[config.mk]
export PLATFORM = sky130hd
export DESIGN_NAME = alu_exec_unit
export DESIGN_NICKNAME = d
export VERILOG_FILES = /design/src/rtl/alu_exec_unit.sv
export SDC_FILE = /design/constraint.sdc
export NUM_CORES = 1
export LEC_CHECK = 0
export ABC_CLOCK_PERIOD_IN_PS = 6700
export CAP_MARGIN = 20
export CORE_MARGIN = 8
export CORE_UTILIZATION = 39
export DETAILED_ROUTE_END_ITERATION = 10
export GPL_TIMING_DRIVEN = 0
export MAX_ROUTING_LAYER = met4
export SLEW_MARGIN = 20
export SYNTH_ARGS = -nofsm -noshare
export SYNTH_HDL_FRONTEND = slang
export SYNTH_SLANG_ARGS = --single-unit
[constraint.sdc]
create_clock -name clk_i -period 6.7 [get_ports clk_i]
set_input_delay 2.01 -clock clk_i [delete_from_list [all_inputs] [get_ports clk_i]]
set_output_delay 2.01 -clock clk_i [all_outputs]
set_load 0.01 [all_outputs]
[src/rtl/alu_exec_unit.sv]
// Registered ALU execute stage: decodes ALUOp/funct, computes and registers the result.
// Define ALU_EXEC_MUL_EN to build the iterative shift-add multiplier with its valid/ready stall.
module alu_exec_unit #(
  parameter int XLEN     = 32,
  parameter int MUL_BITS = 1
) (
  input  logic            clk_i,
  input  logic            rst_i,
  input  logic            valid_i,
  output logic            ready_o,
  input  logic [9:0]      funct_i,
  input  logic [1:0]      ALUOp_i,
  input  logic [XLEN-1:0] data1_i,
  input  logic [XLEN-1:0] data2_i,
  output logic            valid_o,
  output logic [XLEN-1:0] data_o,
  output logic            zero_o,
  output logic            illegal_o
);

  localparam int SHW = $clog2(XLEN);

  localparam logic [2:0] OP_ADD = 3'd0;
  localparam logic [2:0] OP_SUB = 3'd1;
  localparam logic [2:0] OP_AND = 3'd2;
  localparam logic [2:0] OP_XOR = 3'd3;
  localparam logic [2:0] OP_SLL = 3'd4;
  localparam logic [2:0] OP_SRA = 3'd5;
  localparam logic [2:0] OP_MUL = 3'd6;
  localparam logic [2:0] OP_ILL = 3'd7;

  function automatic logic [2:0] decode_op(input logic [1:0] aluop, input logic [9:0] funct);
    logic [2:0] op;
    op = OP_ILL;
    case (aluop)
      2'b00: begin
        case (funct[2:0])
          3'b000, 3'b010: op = OP_ADD;
          3'b101:         op = OP_SRA;
          default:        op = OP_ILL;
        endcase
      end
      2'b01: op = OP_SUB;
      2'b10: begin
        case (funct)
          10'b0000000_111: op = OP_AND;
          10'b0000000_100: op = OP_XOR;
          10'b0000000_001: op = OP_SLL;
          10'b0000000_000: op = OP_ADD;
          10'b0100000_000: op = OP_SUB;
`ifdef ALU_EXEC_MUL_EN
          10'b0000001_000: op = OP_MUL;
`endif
          default:         op = OP_ILL;
        endcase
      end
      default: op = OP_ILL;
    endcase
    return op;
  endfunction

  logic [2:0]             op;
  logic [XLEN-1:0]        res;
  logic [SHW-1:0]         shamt;
  logic signed [XLEN-1:0] d1_s;
  logic                   accept;

  always_comb begin
    op    = decode_op(ALUOp_i, funct_i);
    shamt = data2_i[SHW-1:0];
    d1_s  = data1_i;
    res   = '0;
    case (op)
      OP_ADD:  res = data1_i + data2_i;
      OP_SUB:  res = data1_i - data2_i;
      OP_AND:  res = data1_i & data2_i;
      OP_XOR:  res = data1_i ^ data2_i;
      OP_SLL:  res = data1_i << shamt;
      OP_SRA:  res = d1_s >>> shamt;
      default: res = '0;
    endcase
  end

  assign accept = valid_i & ready_o;

`ifdef ALU_EXEC_MUL_EN
  localparam int N  = XLEN / MUL_BITS;
  localparam int CW = $clog2(N + 1);

  typedef enum logic {S_IDLE, S_MUL} state_e;

  state_e          state_q, state_d;
  logic [CW-1:0]   cnt_q, cnt_d;
  logic [XLEN-1:0] mcand_q, mplier_q, acc_q;
  logic [XLEN-1:0] acc_d;
  logic            mul_done;

  always_ff @(posedge clk_i) begin
    if (rst_i) begin
      state_q <= S_IDLE;
      cnt_q   <= '0;
    end else begin
      state_q <= state_d;
      cnt_q   <= cnt_d;
    end
  end

  always_comb begin
    state_d = state_q;
    cnt_d   = cnt_q;
    case (state_q)
      S_IDLE: begin
        if (accept && op == OP_MUL) begin
          state_d = S_MUL;
          cnt_d   = CW'(N);
        end
      end
      S_MUL: begin
        cnt_d = cnt_q - 1'b1;
        if (cnt_q == CW'(1)) state_d = S_IDLE;
      end
      default: state_d = S_IDLE;
    endcase
  end

  always_comb begin
    ready_o  = (state_q == S_IDLE) & ~rst_i;
    mul_done = (state_q == S_MUL) && (cnt_q == CW'(1));
  end

  // Shift-add: fold MUL_BITS partial products into the accumulator per cycle.
  always_comb begin
    acc_d = acc_q;
    for (int j = 0; j < MUL_BITS; j++) begin
      if (mplier_q[j]) acc_d = acc_d + (mcand_q << j);
    end
  end

  always_ff @(posedge clk_i) begin
    if (state_q == S_IDLE) begin
      mcand_q  <= data1_i;
      mplier_q <= data2_i;
      acc_q    <= '0;
    end else begin
      mcand_q  <= mcand_q << MUL_BITS;
      mplier_q <= mplier_q >> MUL_BITS;
      acc_q    <= acc_d;
    end
  end
`else
  assign ready_o = ~rst_i;
`endif

  // Output register: single-cycle results at accept, multiply result on its last iteration.
  always_ff @(posedge clk_i) begin
    if (rst_i) begin
      valid_o   <= 1'b0;
      data_o    <= '0;
      zero_o    <= 1'b0;
      illegal_o <= 1'b0;
    end else begin
      valid_o <= 1'b0;
      if (accept && op != OP_MUL) begin
        valid_o   <= 1'b1;
        data_o    <= res;
        zero_o    <= (res == '0);
        illegal_o <= (op == OP_ILL);
      end
`ifdef ALU_EXEC_MUL_EN
      else if (mul_done) begin
        valid_o   <= 1'b1;
        data_o    <= acc_d;
        zero_o    <= (acc_d == '0);
        illegal_o <= 1'b0;
      end
`endif
    end
  end

endmodule
==> flow_metrics.py <==
metrics = {
    "run_status": {
        "outcome": "finished clean",
    },
    "timing": {
        "finalSetupViolations": 0,
        "max_slew_margin_pct": 13.8,
        "fin_worst_skew_ns": 0,
        "max_freq_mhz": 151,
        "fin_ws_ns": 0.0936,
        "fin_crit_ns": 6.61,
        "worstMarginPinSlew_ns": 1.28,
        "rsz0062_at_grt": "yes",
        "final_hold_viol_count": 0,
        "report.final.slew_viol_count": 0,
        "fin_crit_sh_pct": 98.6,
    },
    "drt": {
        "vias": 11109,
        "drtIter0Drc": 1244,
        "wl_per_cell_um": 30.7,
        "wirelength_um": 51500,
        "via_per_inst": 6.62,
        "firstDrtPassIters": 5,
        "ant_nets": 0,
        "drc_errors": 0,
    },
    "global_route": {
        "grt_max_degree": 22,
        "grt_pass1_wl_um": 73500,
        "antenna_found_initial": 1,
        "first_global_vias": 10708,
        "grtUsageTotal_pct": 35.4,
        "grt.overflow.total": 0,
    },
    "setup_path": {
        "critPathKind": "primary input to flop",
        "end_kind": "flop",
        "required_ns": 6.89,
        "start_kind": "primary input",
        "crit_arrival_ns": 6.80,
        "cp_max_fo": 11,
    },
    "cells_and_area": {
        "drive_gt1_share_pct": 23.2,
        "layout.nets": 1500,
        "syn2layout_area_growth_pct": 30.1,
    },
    "clock_tree": {
        "cts_tree": "done",
        "clock-sinks": 35,
        "cts_buffers": 5,
        "clk_latency_ns": 0.27,
        "htree_levels": 2,
        "ctsLongestPathBuffers": 2,
        "root_buffer": "clkbuf_16",
        "cts_hold_buf": 0,
        "path_clk_slew_ns": 0.05,
    },
    "synth": {
        "synth.distinct_cells": 88,
        "ys_seq_area_share_pct": 7.62,
        "async_flop_share_pct": 0,
        "ys_seq_elements": 35,
        "synth_cells": 1188,
        "synth_edf_count": 0,
        "syn_nets": 1333,
        "avgSynthCellArea_um2": 7.74,
        "synth_top_flop_cell": "dfxtp_1",
        "synth-warning-count": 0,
        "syn_area_mm2": 0.00920,
    },
    "floorplanning": {
        "die_w_um": 170,
        "core_area_mm2": 0.0233,
        "die_h_um": 170,
        "start_util_pct": 39.4,
        "row_count": 56,
        "dieArea_mm2": 0.0288,
        "io-pin-count": 115,
    },
    "placed_design": {
        "portBuffers": 110,
        "gp_congestion": 1.05,
        "post-place-ws_ns": -2.39,
        "place_hpwl_um": 40400,
    },
    "pwr": {
        "ir_drop_mv": 0.121,
        "power_mw": 1.75,
        "powerDensity_mw_per_mm2": 146,
        "p_leak_nw": 4.74,
    },
    "hold_path": {
        "holdCritPathClass": "flop to flop",
    },
    "flow_run": {
        "maxCapViolCount": 0,
    },
}
worst paths after layout:
check	start	to	slack (ns)	depth (start not counted)
max	funct_i[2]	zero_o	0.09	25
min	zero_o	zero_o	0.47	2
max reg2reg	data_o[19]	data_o[19]	5.98	2
min reg2reg	zero_o	zero_o	0.47	2
what timing repair did:
action                     4_1_cts  5_1_grt
cloned                           1        0
gates resized for setup        150       71
buffers inserted                39       24
setup endpoints to repair       31        9
pin swaps                       38       49
power breakdown:
part           leakage (nW)  internal [mW]  total [mW]  switching, mW
clock                0.0679          0.137       0.217         0.0798
sequential            0.290          0.227       0.237        0.00987
combinational          4.39          0.521        1.29          0.771
Yosys cell counts, types with 4 or more instances:
cell,instances,area (um^2)
o31ai_1,8,60.1
mux4_2,48,1080
and3_1,8,50.1
o32ai_1,4,35.0
o21ai_1,6,30.0
nand2_1,130,488
xor2_1,19,166
a211oi_1,57,428
nand3_1,13,65.1
nand4_1,11,68.8
dfxtp_1,35,701
a32oi_1,4,35.0
nor4_1,7,43.8
o21bai_1,9,67.6
a311oi_1,5,43.8
ha_1,65,813
a31oi_1,16,100
a21o_1,14,105
nor2b_1,6,37.5
o21ai_0,51,255
a31o_2,5,43.8
buf_6,8,90.1
o211ai_1,10,75.1
o21a_1,8,60.1
nor2_1,128,480
and2_1,8,50.1
buf_4,12,90.1
xnor2_1,39,342
a21oi_1,92,460
mux2_2,21,236
o22ai_1,18,113
a22oi_1,8,60.1
buf_1,6,22.5
a221oi_1,8,70.1
buf_2,27,135
mux4_1,4,105
or3_1,8,50.1
nor3_1,27,135
clkbuf_1,51,191
inv_1,17,63.8
nand2b_1,11,68.8
mux2i_1,87,871
registers in the layout (all words and copies together) (netlist names):
signal     cells
illegal_o      1
zero_o         1
data_o        32
valid_o        1
routing by layer:
metal | track usage, % | part of all wire [%]
met2 | 53.7 | 43
met3 | 7.77 | 11
met4 | 13.9 | 5.3
met1 | 45.0 | 41
met5 | - | 0
cells in the final DEF (no fill, tap or decap), drive strengths merged, types with 52 or more instances in the layout:
cell type / synthesis / layout
buf: 54 / 117
a21oi: 95 / 95
clkbuf: 53 / 58
nand2: 131 / 131
ha: 65 / 65
a211oi: 58 / 58
mux2i: 87 / 87
nor2: 130 / 130
o21ai: 58 / 58
clkdlybuf4s50: 0 / 90
mux4: 52 / 52
cell families after synthesis:
logic type               Yosys count  share of synthesized area [%]
XOR/XNOR                          58                           5.52
AO/OA/AOI/OAI                    363                           27.1
AND/OR/NAND/NOR                  377                           18.6
buffers and inverters            126                           6.86
multiplexers                     163                           25.3
flip-flops                        35                           7.62
adder cells (fa/ha/maj)           66                           9.06
critical path, stage by stage:
cell and delay (ns):
clkbuf_4 0.18, xnor2_2 0.17, o311ai_4 0.32, o21ai_4 0.12, and2_1 0.16, buf_6 0.15, buf_12 0.15, nor2_4 0.17
clkbuf_8 0.19, nor2_1 0.05, xnor2_1 0.15, ha_1 0.34, buf_4 0.16, o21ai_0 0.28, o21bai_2 0.15, a211oi_2 0.33
buf_4 0.18, o21ai_0 0.11, xor2_1 0.16, nand2_1 0.09, and4_1 0.31, nand2_1 0.12, nor4_2 0.30, nand4_1 0.16
o31ai_2 0.25
final cells by class:
type                       instances  area (um^2)
multi-input combinational       1027         8420
timing repair buffer             174         1590
sequential                        35          701
tap                              319          399
inverter                          19         90.1
buffer                            93          624
antenna                            2         5.00
fill                            2288        11400
clock buffer                       7          133
clock inverter                     1         5.00
stage by stage:
step           TNS (ns)  area (um^2)  utilization (%)  cells  hold slack [ns]
2_1_floorplan         0         9220                -   1188            0.477
6_report              0        12000             51.3   1677            0.473
3_3_place_gp     -42.28        10700             45.9   1617            0.454
3_5_place_dp     -42.74        10700             45.9   1617            0.459
5_1_grt          -0.150        12000             51.3   1676            0.509
4_1_cts         -0.0222        11600             49.8   1655            0.466
No activity file was read; power rests on OpenSTA's default activity.
